$ cat src/rtl/pcm_i2s_tx.sv
// rtl/pcm_i2s_tx.sv - stereo I2S transmitter with 1-deep PCM holding buffer
//
// Purpose: captures one signed stereo sample per en_pcm strobe and shifts it
// out as standard I2S (MSB first, one bclk after the lrclk edge). The bit
// clock is derived from clk. Rate mismatches are flagged: overrun when a
// sample is lost, underrun when a frame has to repeat the last sample.
//
// Ports:
//   clk        system clock, all logic on posedge
//   reset      asynchronous active-low reset
//   en_pcm     1-clk strobe, left/right valid this cycle
//   left       W-bit signed left sample
//   right      W-bit signed right sample
//   i2s_bclk   bit clock, clk/(2*BCLK_DIV), 50% duty
//   i2s_lrclk  word select, 0 = left slot, 1 = right slot
//   i2s_sdata  serial data, updated only on bclk falling edges
//   overrun    1-clk pulse, an unconsumed sample was overwritten
//   underrun   1-clk pulse, frame started without a new sample
module pcm_i2s_tx #(
  parameter int W        = 16,
  parameter int BCLK_DIV = 4
) (
  input  logic         clk,
  input  logic         reset,
  input  logic         en_pcm,
  input  logic [W-1:0] left,
  input  logic [W-1:0] right,
  output logic         i2s_bclk,
  output logic         i2s_lrclk,
  output logic         i2s_sdata,
  output logic         overrun,
  output logic         underrun
);

  localparam int DW = (BCLK_DIV > 1) ? $clog2(BCLK_DIV) : 1;
  localparam int BW = $clog2(2 * W);
  localparam logic [DW-1:0] DIV_LAST = DW'(BCLK_DIV - 1);
  localparam logic [BW-1:0] BIT_LAST = BW'(2 * W - 1);
  localparam logic [BW-1:0] SLOT_R   = BW'(W);

  logic [DW-1:0]  divcnt;
  logic [BW-1:0]  bitcnt;
  logic [BW-1:0]  bit_next;
  logic [2*W-1:0] shreg;
  logic           pend_valid;
  logic [W-1:0]   pend_l, pend_r;
  logic [W-1:0]   last_l, last_r;
  logic           fall;
  logic           frame_start;
  logic           consume;

  always_comb begin
    // bclk is about to toggle 1->0 on this edge
    fall        = (divcnt == DIV_LAST) && i2s_bclk;
    bit_next    = (bitcnt == BIT_LAST) ? '0 : bitcnt + 1'b1;
    frame_start = fall && (bit_next == '0);
    // holding buffer is emptied into the shifter at frame start
    consume     = frame_start && pend_valid;
  end

  always_ff @(posedge clk or negedge reset) begin
    if (!reset) begin
      divcnt     <= '0;
      i2s_bclk   <= 1'b0;
      i2s_lrclk  <= 1'b1;
      i2s_sdata  <= 1'b0;
      overrun    <= 1'b0;
      underrun   <= 1'b0;
      bitcnt     <= BIT_LAST;
      shreg      <= '0;
      pend_valid <= 1'b0;
      pend_l     <= '0;
      pend_r     <= '0;
      last_l     <= '0;
      last_r     <= '0;
    end else begin
      overrun  <= en_pcm && pend_valid && !consume;
      underrun <= frame_start && !pend_valid;

      if (divcnt == DIV_LAST) begin
        divcnt   <= '0;
        i2s_bclk <= ~i2s_bclk;
      end else begin
        divcnt <= divcnt + 1'b1;
      end

      if (fall) begin
        bitcnt <= bit_next;
        // old MSB goes out before the load/shift, which gives the one-bclk
        // I2S delay: right LSB lands at bit 0 of the following frame
        i2s_sdata <= shreg[2*W-1];
        i2s_lrclk <= (bit_next >= SLOT_R);
        if (frame_start) begin
          if (pend_valid) begin
            shreg  <= {pend_l, pend_r};
            last_l <= pend_l;
            last_r <= pend_r;
          end else begin
            shreg <= {last_l, last_r};
          end
        end else begin
          shreg <= {shreg[2*W-2:0], 1'b0};
        end
      end

      // a new sample wins over the consume clear, so a strobe on the
      // frame-start edge leaves it pending for the next frame
      if (en_pcm) begin
        pend_l     <= left;
        pend_r     <= right;
        pend_valid <= 1'b1;
      end else if (consume) begin
        pend_valid <= 1'b0;
      end
    end
  end

endmodule
$ cat config.mk
export PLATFORM = sky130hd
export DESIGN_NAME = pcm_i2s_tx
export DESIGN_NICKNAME = d
export VERILOG_FILES = /design/src/rtl/pcm_i2s_tx.sv
export SDC_FILE = /design/constraint.sdc
export NUM_CORES = 1
export LEC_CHECK = 0
export CORE_UTILIZATION = 55
export CTS_CLUSTER_SIZE = 24
export DETAILED_ROUTE_END_ITERATION = 12
export PLACE_DENSITY = 0.76
export RECOVER_POWER = 25
export SYNTH_ARGS = -nofsm -noshare
export SYNTH_HDL_FRONTEND = slang
export SYNTH_SLANG_ARGS = --single-unit
$ cat constraint.sdc
create_clock -name clk -period 3.2 [get_ports clk]
set_input_delay 0.48 -clock clk [delete_from_list [all_inputs] [get_ports clk]]
set_output_delay 0.48 -clock clk [all_outputs]
set_load 0.01 [all_outputs]
=== Word level (Yosys, flattened, before mapping) ===
Cells that the tools add are included.

* Input bits: 35
* Logic and storage cells: 36
* Flip-flop bits (word level): 109

* Magnitude comparators: 1
* Reduce and logical (&&, ||, !) cells: 11
* Muxes and demuxes: 6
* Eq/ne operators: 2
* Bitwise gates (word level): 1
* Add/sub/neg operators: 2

{| class="wikitable"
|+ Operators by type and width
! cell !! count
|-
| two-way mux 32 bit || 2
|-
| logical AND 1 bit || 6
|-
| adder 5 x 1 -> 5 bit (second input constant) || 1
|-
| equality test 5 bit (second input constant) || 1
|-
| >= comparator 5 bit (second input constant) || 1
|-
| logical NOT 5 bit || 1
|-
| two-way mux 5 bit || 1
|-
| AND reduction 3 bit || 1
|-
| adder 2 x 1 -> 2 bit (second input constant) || 1
|-
| equality test 2 bit (second input constant) || 1
|-
| logical NOT 1 bit || 2
|-
| two-way mux 1 bit || 2
|-
| two-way mux 2 bit || 1
|-
| nonzero test 2 bit || 1
|-
| NOT 1 bit || 1
|}

=== Depth between registers and ports, before layout ===
* Depth in word-level cells: 7
* Gate-level depth with buffers: 9
* Gate-level depth less buffers: 7

=== Worst setup path before layout ===
Ideal clock, no wire load.

* Path type: register to register
* Start point: register bitcnt[0]
* End point: register overrun
* Period minus slack after synthesis: 2.280 ns
* Setup slack: 0.920 ns
* Buffers on the path: 2
* Arrival: 2.160 ns
* Cell stages (with the launch flop): 9
* Library setup time: 0.120 ns
* Path through: dfstp_2 ha_1 and3_1 ha_1 nor2b_1 clkbuf_1 clkbuf_1 nand3_1 and3_1

* Word-level cells in the longest chain between the ends: 7
* Elaborated cells on any way between the ends: 8
* Those cells by class: 1 x add/sub; 1 x eq/ne; 1 x mux; 5 x reduce/logical

{| class="wikitable"
|+ Ends and longest elaborated chain
! item !! line !! source
|-
| start: declaration || 42 || <nowiki>logic [BW-1:0] bitcnt;</nowiki>
|-
| start signal: assignment || 88 || <nowiki>bitcnt <= bit_next;</nowiki>
|-
| adder 5 x 1 -> 5 bit or equality test 5 bit (tied branches) || 55 || <nowiki>bit_next = (bitcnt == BIT_LAST) ? '0 : bitcnt + 1'b1;</nowiki>
|-
| two-way mux 5 bit (*) || 55 ||
|-
| named net bit_next[4] || 43 || <nowiki>logic [BW-1:0] bit_next;</nowiki>
|-
| logical NOT 5 bit (*) || 56 || <nowiki>frame_start = fall && (bit_next == '0);</nowiki>
|-
| logical AND 1 bit (*) || 56 ||
|-
| logical AND 1 bit (*) || 58 || <nowiki>consume = frame_start && pend_valid;</nowiki>
|-
| logical NOT 1 bit (*) || 77 || <nowiki>overrun <= en_pcm && pend_valid && !consume;</nowiki>
|-
| logical AND 1 bit (*) || 77 ||
|-
| end signal: assignment || 77 ||
|-
| end: declaration || 31 || <nowiki>output logic overrun,</nowiki>
|}

Mark *: on every way through the listed nets, which the timed path passes. The rest lies on a longest branch.
A chain may end at the register's enable or synchronous reset.

=== Worst setup path in the final report ===
* Start point: register bitcnt[0]
* End point: register last_l[1]

* Word-level cells in the longest chain between the ends: 5
* Elaborated cells on any way between the ends: 6
* Those cells by class: 1 x add/sub; 1 x eq/ne; 1 x mux; 3 x reduce/logical

{| class="wikitable"
|+ Ends and longest elaborated chain
! item !! line !! source
|-
| adder 5 x 1 -> 5 bit or equality test 5 bit (tied branches) || 55 ||
|-
| two-way mux 5 bit (*) || 55 ||
|-
| logical NOT 5 bit (*) || 56 ||
|-
| logical AND 1 bit (*) || 56 ||
|-
| AND reduction 3 bit (no line) (*) || n/a ||
|-
| end signal: assignment || 96 || <nowiki>last_l <= pend_l;</nowiki>
|-
| end: declaration || 47 || <nowiki>logic [W-1:0] last_l, last_r;</nowiki>
|}

Mark *: on every way between the ends. The rest lies on a longest branch, timed or not.

==> flow_metrics.env <==
export IMPL_die_x_um=96.6
export IMPL_setup_violations=0
export IMPL_antenna_found_initial=0
export IMPL_power_density_mw_per_mm2=444
export IMPL_die_height_um=96.6
export IMPL_grt_usage_pct=19.9
export IMPL_pwr_share_seq_pct=58.9
export IMPL_grt_max_degree=71
export IMPL_core_area_mm2=0.00868
export IMPL_p_clk_share_pct=35.0
export IMPL_crit_chain="ha_1 > nand2_1 > o311ai_4 > and4_1 > buf_4 > mux2_1"
export IMPL_arrival_ns=3.26
export IMPL_routedWlPerCell_um=15.4
export IMPL_skew_ns=0.0157
export IMPL_fill_cells=674
export IMPL_worst_slew_pin_slew_ns=2.71
export IMPL_clkTransAtPathRegs_ns=0.11
export IMPL_cts_tree="yes"
export IMPL_syn_avg_cell_area_um2=12.2
export IMPL_syn_inst=402
export IMPL_initial_core_util_pct=56.7
export IMPL_post_cts_buffers=0
export IMPL_nets=465
export IMPL_numCtsBuffers=9
export IMPL_dpl_cell_count=523
export IMPL_critPathRequiredTime_ns=3.44
export IMPL_ios=40
export IMPL_syn_cell_area_mm2=0.00492
export IMPL_cp_max_fo=30
export IMPL_drt_iter0_markers=156
export IMPL_n_antenna_cell=0
export IMPL_synth_seq_cells=109
export IMPL_finalNonFillerCells=539
export IMPL_wl_um=8310
export IMPL_gp_congestion=0.705
export IMPL_syn_nets=441
export IMPL_portBuffers=39
export IMPL_most_common_layout_cells="dfrtp_1, nand2_1, clkdlybuf4s50_1, mux2_2, o21ai_0"
export IMPL_synth_distinct_cells=31
export IMPL_reg2reg_slack_ns=0.18
export IMPL_first_pass_iters=4
export IMPL_fmax_mhz=332
export IMPL_max_slew_margin_rel_pct=-80.8
export IMPL_holdBufCountCts=0
export IMPL_p_leak_nw=2.66
export IMPL_fin_crit_ns=3.02
export IMPL_grt_ovfl_total=0
export IMPL_power_w=0.00247
export IMPL_yosys_warnings=0
export IMPL_critPathLaunchType="flop"
export IMPL_hp_class="reg -> reg"
export IMPL_slowest_stage="o311ai_4"
export IMPL_final_antenna_net_count=0
export IMPL_finalMaxSlewViolations=51
export IMPL_setup_tns_final_ns=0
export IMPL_final_hold_violation_count=0
export IMPL_drc_errors=0
export IMPL_ys_seq_area_share_pct=55.6
export IMPL_switching_power_w=0.000569
export IMPL_cts_root_buffer="clkbuf_8"
export IMPL_combPwrFrac_pct=6.1
export IMPL_irDropWorstVdd_mv=0.254
export IMPL_layout_commonest_cell="dfrtp_1"
export IMPL_insertion_delay_ns=0.37
export IMPL_cts_htree_levels=3
export IMPL_synth_edf_count=0
export IMPL_dp_hpwl_um=5070
export IMPL_rows=34
export IMPL_synth_flop_cell="dfrtp_1"
export IMPL_viasPerCell=5.76
export IMPL_syn2layout_area_growth_pct=13.1
export IMPL_switching_share_pct=23.1
export IMPL_intPower_w=0.00190
export IMPL_synth_async_sr_flop_share_pct=100
export IMPL_via_count=3104
export IMPL_critPathMaxStageDelay_ns=0.95
export IMPL_rsz0062_at_grt="no"
export IMPL_die_area_mm2=0.00932
export IMPL_first_global_vias=3049
export IMPL_criticalPathCategory="reg -> reg"
export IMPL_numClockSinks=109
export IMPL_grt_pass1_wl_um=14300
export IMPL_cts_resized=0
export IMPL_clk_path_buf_depth=2
export IMPL_cap_violations=1
export IMPL_layout_drive_gt1_share_pct=23.4
export IMPL_fin_crit_sh_pct=94.2
export IMPL_violations="capacitance limit, slew limit"
export IMPL_status="finished with violations"
export IMPL_timing_critical_path_to_type="flop"
[power groups by stage]
stage          sequential [W]  combinational, W  clock, W
6_report              0.00145          0.000150  0.000864
5_1_grt               0.00146          0.000170  0.000942
4_1_cts               0.00145          0.000155  0.000880
3_5_place_dp          0.00148          0.000154         0
3_3_place_gp          0.00148          0.000150         0
2_1_floorplan         0.00147         0.0000712         0
[area by class of cell]
type | instances | area (µm²) | share of cell area (%)
Sequential cell | 109 | 2740 | 49.2
Multi-Input combinational cell | 259 | 2030 | 36.5
Timing Repair Buffer | 46 | 449 | 8.08
Clock buffer | 10 | 138 | 2.48
Tap cell | 108 | 135 | 2.43
Clock inverter | 6 | 68.8 | 1.24
Inverter | 1 | 3.75 | 0.0675
[registers in the layout, summed over array words and instances, names as in the netlist]
| signal | flops |
|---|---|
| shreg | 32 |
| last_l | 16 |
| last_r | 16 |
| pend_l | 16 |
| pend_r | 16 |
| bitcnt | 5 |
| divcnt | 2 |
| i2s_bclk | 1 |
| i2s_lrclk | 1 |
| i2s_sdata | 1 |
| overrun | 1 |
| pend_valid | 1 |
| underrun | 1 |
[through the flow]
step           instance area, µm²  hold slack, ns  utilization, %  setup slack, ns
6_report                     5560           0.441            64.1            0.184
5_1_grt                      5560           0.469            64.1           0.0310
4_1_cts                      5560           0.141            64.1            0.209
3_5_place_dp                 5360           0.423            61.7            0.250
3_3_place_gp                 5360           0.414            61.7            0.299
2_1_floorplan                4920           0.184               -            0.920
[synthesized netlist by cell type (3+ instances only)]
master / instances / share of area, %
clkbuf_1: 15 / 1.1
dfstp_2: 6 / 3.2
mux2_2: 37 / 8.5
buf_2: 10 / 1.0
mux2_1: 30 / 6.9
dfrtp_1: 103 / 52
buf_8: 3 / 0.92
a31o_2: 31 / 5.5
mux2i_1: 32 / 6.5
a21oi_1: 31 / 3.2
nand2_1: 39 / 3.0
nor2_1: 5 / 0.38
ha_1: 4 / 1.0
o21ai_0: 35 / 3.6
buf_1: 3 / 0.23
[cells by family after synthesis]
kind of cell	after synthesis	synth area share, %
multiplexers	99	21.9
buffers and inverters	34	3.69
XOR/XNOR	1	0.178
AND/OR/NAND/NOR	53	4.58
adder cells (fa/ha/maj)	4	1.02
AO/OA/AOI/OAI	102	13.1
flip-flops	109	55.6
[layer usage]
| layer | wire length (µm) | vias to the layer above | global-route usage [%] | share of wire [%] |
|---|---|---|---|---|
| li1 | - | 1495 | - | - |
| met1 | 4020 | 1563 | 26.9 | 48 |
| met2 | 4010 | 36 | 32.4 | 48 |
| met3 | 165 | 10 | 3.29 | 2.0 |
| met4 | 110 | 0 | 7.60 | 1.3 |
| met5 | 0 | - | 0 | 0 |
[critical path: cells and delay by family (launching register included)]
kind	cells	cell delay, ns
AOI/OAI and AO/OA	1	0.95
buffers and inverters	1	0.27
and+or+nand+nor	2	0.44
DFF	1	0.60
adders and majority gates	1	0.25
muxes	1	0.36
[final timing paths]
check                           from         end  depth (start not counted)
hold / removal             divcnt[0]   divcnt[0]                          1
max in group asynchronous      reset   last_l[1]                          1
setup / recovery           bitcnt[0]   last_l[1]                          6
min in group asynchronous      reset  pend_l[14]                          1
setup reg to reg           bitcnt[0]   last_l[1]                          6
hold reg to reg            divcnt[0]   divcnt[0]                          1
(Power assumes the default switching activity.)
==> edit 1 (config.mk and constraints unchanged) <==
The parameter `W` goes from 16 to 8.
--- a/src/rtl/pcm_i2s_tx.sv
+++ b/src/rtl/pcm_i2s_tx.sv
@@ -17,7 +17,7 @@
 //   overrun    1-clk pulse, an unconsumed sample was overwritten
 //   underrun   1-clk pulse, frame started without a new sample
 module pcm_i2s_tx #(
-  parameter int W        = 16,
+  parameter int W        = 8,
   parameter int BCLK_DIV = 4
 ) (
   input  logic         clk,
Interface: changed (resized left and right); port bits go from 40 to 24. No check against the original RTL was run, so the function may have changed too.
==> edit 1 against the original RTL <==
- the run still ends with capacitance limit, slew limit left
- power fell by 32%
- non-clock buffer count is 21 lower
- wire length down 43%
- critical endpoint is now last_r[0]
- area after synthesis fell by 46%
- sequential cell count fell by 49
- worst setup slack improved by 0.80 ns
- cell area shrank 44%
==> edit 1: results (changes against the original RTL) <==
[outcome]
outcome = finished, violations left
violations = capacitance limit, slew limit

[cells_and_area]
fin_nets = 277  ; -40%
largest_reg_flops = 16  ; -50%

[detailed_routing]
routed_wl_mm = 4.71  ; -43%
viasPerCell = 5.56  ; -3.5%

[placed_design]
placed_cells = 298  ; -43%
dpl-instance-area_um2 = 2870  ; -46%
dp_hpwl_mm = 3.12  ; -39%

[power]
netSwitchingFraction_pct = 21.2  ; -1.9 points
ir_drop_uv = 362  ; +43%
combPwrFrac_pct = 5.5  ; -0.6 points

[timing]
fin_skew_ns = 0.00932  ; -0.00639 ns
slew_viol_final = 30  ; -41%

[synthesis]
synth_compound_area_share_pct = 13.2  ; +0.14 points
synth.area.top_cells = dfrtp_1 51%, mux2_2 6.7%, mux2i_1 6.0%, nand2_1 5.8%, dfstp_2 4.9%
synth_nets = 256  ; -42%
synthCells = 234  ; -42%
seq_area_frac_synth_pct = 56.4  ; +0.74 points
synth_fa_ha_area_share_pct = 1.40  ; +0.39 points

[worst_setup_path]
endpoint = last_r[0]
critical_path.startpoint = bitcnt[0]
crit_fanout = 18  ; -40%
reg2reg_depth = 5  ; -1

[grt]
grt_pass1_wl_mm = 8.07  ; -44%
grtUsageTotal_pct = 21.0  ; +1.1 points
grt_pass1_vias = 1724  ; -43%

[job]
cap_violations = 1  ; unchanged

[cts]
path_clk_slew_ns = 0.07  ; -0.04 ns
clock_latency_ns = 0.35  ; -0.02 ns

==> edit 1: cell types whose count changed in the layout (fill, tap and decap cells not counted), sizes merged, moves of 15 or more <==
cell           delta
mux2i            -16
clkdlybuf4s50    -16
a31o             -31
mux2             -50
o2bb2ai          +15
dfrtp            -48
a21oi            -30
==> edit 1: final cells by class <==
cell class	instances	area (um2)	area share, %
Inverter	15	56.3	1.82
Tap cell	54	67.6	2.18
Clock buffer	12	165	5.32
Timing Repair Buffer	25	239	7.70
Multi-Input combinational cell	144	996	32.1
Clock inverter	4	70.1	2.26
Sequential cell	60	1510	48.6
==> edit 1: metal layers <==
metal  global-route usage (%)  part of all wire, %  up-vias
li1                         -                    -      845
met3                     4.64                  3.0       12
met5                        0                    0        -
met4                     12.4                  2.3        0
met1                     28.6                   50      858
met2                     31.0                   45       30
==> edit 1: critical path, stage by stage (launching register included) <==
cell	delay, ns
dfstp_2	0.58
ha_1	0.18
nor4b_2	0.21
a41o_2	0.48
nand3_4	0.27
mux2_4	0.37
==> edit 2 (config.mk and constraints unchanged) <==
Made on the original files. Register the output `underrun` once more; this adds one clock of latency there. The other outputs are not delayed to match.
--- a/src/rtl/pcm_i2s_tx.sv
+++ b/src/rtl/pcm_i2s_tx.sv
@@ -38,6 +38,8 @@
   localparam logic [BW-1:0] BIT_LAST = BW'(2 * W - 1);
   localparam logic [BW-1:0] SLOT_R   = BW'(W);
 
+  logic underrun_s0;
+
   logic [DW-1:0]  divcnt;
   logic [BW-1:0]  bitcnt;
   logic [BW-1:0]  bit_next;
@@ -65,7 +67,7 @@
       i2s_lrclk  <= 1'b1;
       i2s_sdata  <= 1'b0;
       overrun    <= 1'b0;
-      underrun   <= 1'b0;
+      underrun_s0 <= 1'b0;
       bitcnt     <= BIT_LAST;
       shreg      <= '0;
       pend_valid <= 1'b0;
@@ -75,7 +77,7 @@
       last_r     <= '0;
     end else begin
       overrun  <= en_pcm && pend_valid && !consume;
-      underrun <= frame_start && !pend_valid;
+      underrun_s0 <= frame_start && !pend_valid;
 
       if (divcnt == DIV_LAST) begin
         divcnt   <= '0;
@@ -115,4 +117,8 @@
     end
   end
 
+  always_ff @(posedge clk) begin
+    underrun <= underrun_s0;
+  end
+
 endmodule
Check against the original RTL: not equivalent (Yosys sat finds a counterexample within 10 cycles, from zero or initial values and one cycle with reset low).
==> edit 2 against the original RTL <==
- the run still ends with capacitance limit, slew limit left
- non-clock buffer count grew 2
- cell area grew 1.4%
- sequential cell count grew 1
- area after synthesis grew 0.41%
- utilization grew 0.55 points
- worst setup slack gained 0.054 ns
- global-route usage shrank 0.31 points
- power grew 5.9%
- wire length grew 2.4%
- via count grew 0.81%
==> edit 2: results (changes against the original RTL) <==
[worst_hold_path]
worstHoldEndpoint = underrun
hold_depth = 0  ; -1
worstHoldStart = underrun_s0

[synthesis]
synth.distinct_cells = 32  ; +3.2%
syn_avg_cell_area_um2 = 12.3  ; +0.16%
async_flop_share_pct = 99.1  ; -0.91 points
synth.area.top_cells = dfrtp_1 52%, mux2_2 8.4%, mux2_1 6.8%, mux2i_1 6.5%, a31o_2 5.5%

[timing]
worst_pin_slew_ns = 1.50  ; -1.21 ns
fin_skew_ns = 0.0147  ; -0.00104 ns
slew_viol_final = 39  ; -24%

[worst_setup_path]
worstPathArrival_ns = 3.21  ; -0.05 ns
crit_path_max_incr_delay_ns = 0.91  ; -0.04 ns
r2r_end = last_r[8]
crit_fanout = 28  ; -6.7%

[cts]
path_clk_slew_ns = 0.09  ; -0.02 ns

[cells_and_area]
n_fill_cell = 705  ; +4.6%
fin_nets = 468  ; +0.65%

[outcome]
outcome = finished, violations left
violations = capacitance limit, slew limit

[placed_design]
placed_cells = 526  ; +0.57%
gp_congestion = 0.719  ; +2.0%
dp_hpwl_mm = 5.30  ; +4.5%

[grt]
grt_pass1_wl_mm = 14.9  ; +3.9%
grt_max_degree = 66  ; -7.0%

[detailed_routing]
wire_per_inst_um = 15.7  ; +1.8%
drtIter0Drc = 128  ; -18%
routed_wl_mm = 8.51  ; +2.4%
vias = 3129  ; +0.81%
wirelength_met1_mm = 3.90  ; -2.8%
met3_wirelength_um = 261  ; +58%

[job]
cap_violations = 1  ; unchanged

[power]
leakagePower_nw = 2.70  ; +1.5%

-- edit 2: changes by cell type in the layout (fill, tap and decap cells not counted), sizes merged --
cell      before  now
clkinvlp       1    0
bufinv         1    3
buf            7    9
inv            3    2
dfxtp          0    1
clkbuf        11   12
clkinv         2    1
-- edit 2: logic make-up (layout without fill, tap and decap cells) --
family	count (synthesis)	in the layout	share of synthesized area, %
adder cells (fa/ha/maj)	4	4	1.01
buffers and inverters	34	65	3.67
flip-flops	110	110	55.8
multiplexers	99	99	21.8
XOR/XNOR	1	1	0.177
AND/OR/NAND/NOR	53	53	4.56
AO/OA/AOI/OAI	102	102	13.0
-- edit 2: area by class of cell --
cell class | count | area (um2) | area share, %
Clock inverter | 5 | 104 | 1.84
Tap cell | 108 | 135 | 2.40
Sequential cell | 110 | 2760 | 48.9
Multi-Input combinational cell | 259 | 2030 | 36.0
Inverter | 1 | 3.75 | 0.0666
Clock buffer | 11 | 141 | 2.51
Timing Repair Buffer | 48 | 465 | 8.26
-- edit 2: per-stage QoR --
| step | hold WS, ns | total power [mW] | instance area, um2 | setup WS [ns] | utilization [%] |
|---|---|---|---|---|---|
| after floorplan | 0.184 | 1.55 | 4940 | 0.920 | - |
| final | 0.350 | 2.61 | 5630 | 0.238 | 64.6 |
| after global placement | 0.329 | 1.64 | 5390 | 0.368 | 61.8 |
| after CTS | 0.203 | 2.64 | 5640 | 0.260 | 64.6 |
| after global routing | 0.385 | 2.71 | 5630 | 0.0777 | 64.6 |
| after detailed placement | 0.329 | 1.65 | 5390 | 0.274 | 61.8 |
-- edit 2: how the worst max path moves through the flow --
| stage | cells past startpoint | slack [ns] | to |
|---|---|---|---|
| after detailed placement | 6 | 0.27 | last_r[11] |
| final | 6 | 0.24 | last_r[8] |
| after global placement | 6 | 0.37 | last_r[15] |
| after CTS | 6 | 0.26 | last_r[11] |
| after floorplan | 8 | 0.92 | overrun |
| after global routing | 6 | 0.08 | last_l[13] |
-- edit 2: routing by layer --
metal | GRT usage, % | vias to the layer above
met4 | 6.54 | 0
met3 | 4.48 | 8
met2 | 31.5 | 44
li1 | - | 1499
met5 | 0 | -
met1 | 26.6 | 1578
-- edit 2: power breakdown --
group          internal (mW)  total [mW]  switching [mW]
Combinational         0.0892       0.149          0.0599
Clock                  0.543        1.00           0.456
Sequential              1.43        1.46          0.0327
Total                   2.06        2.61           0.549
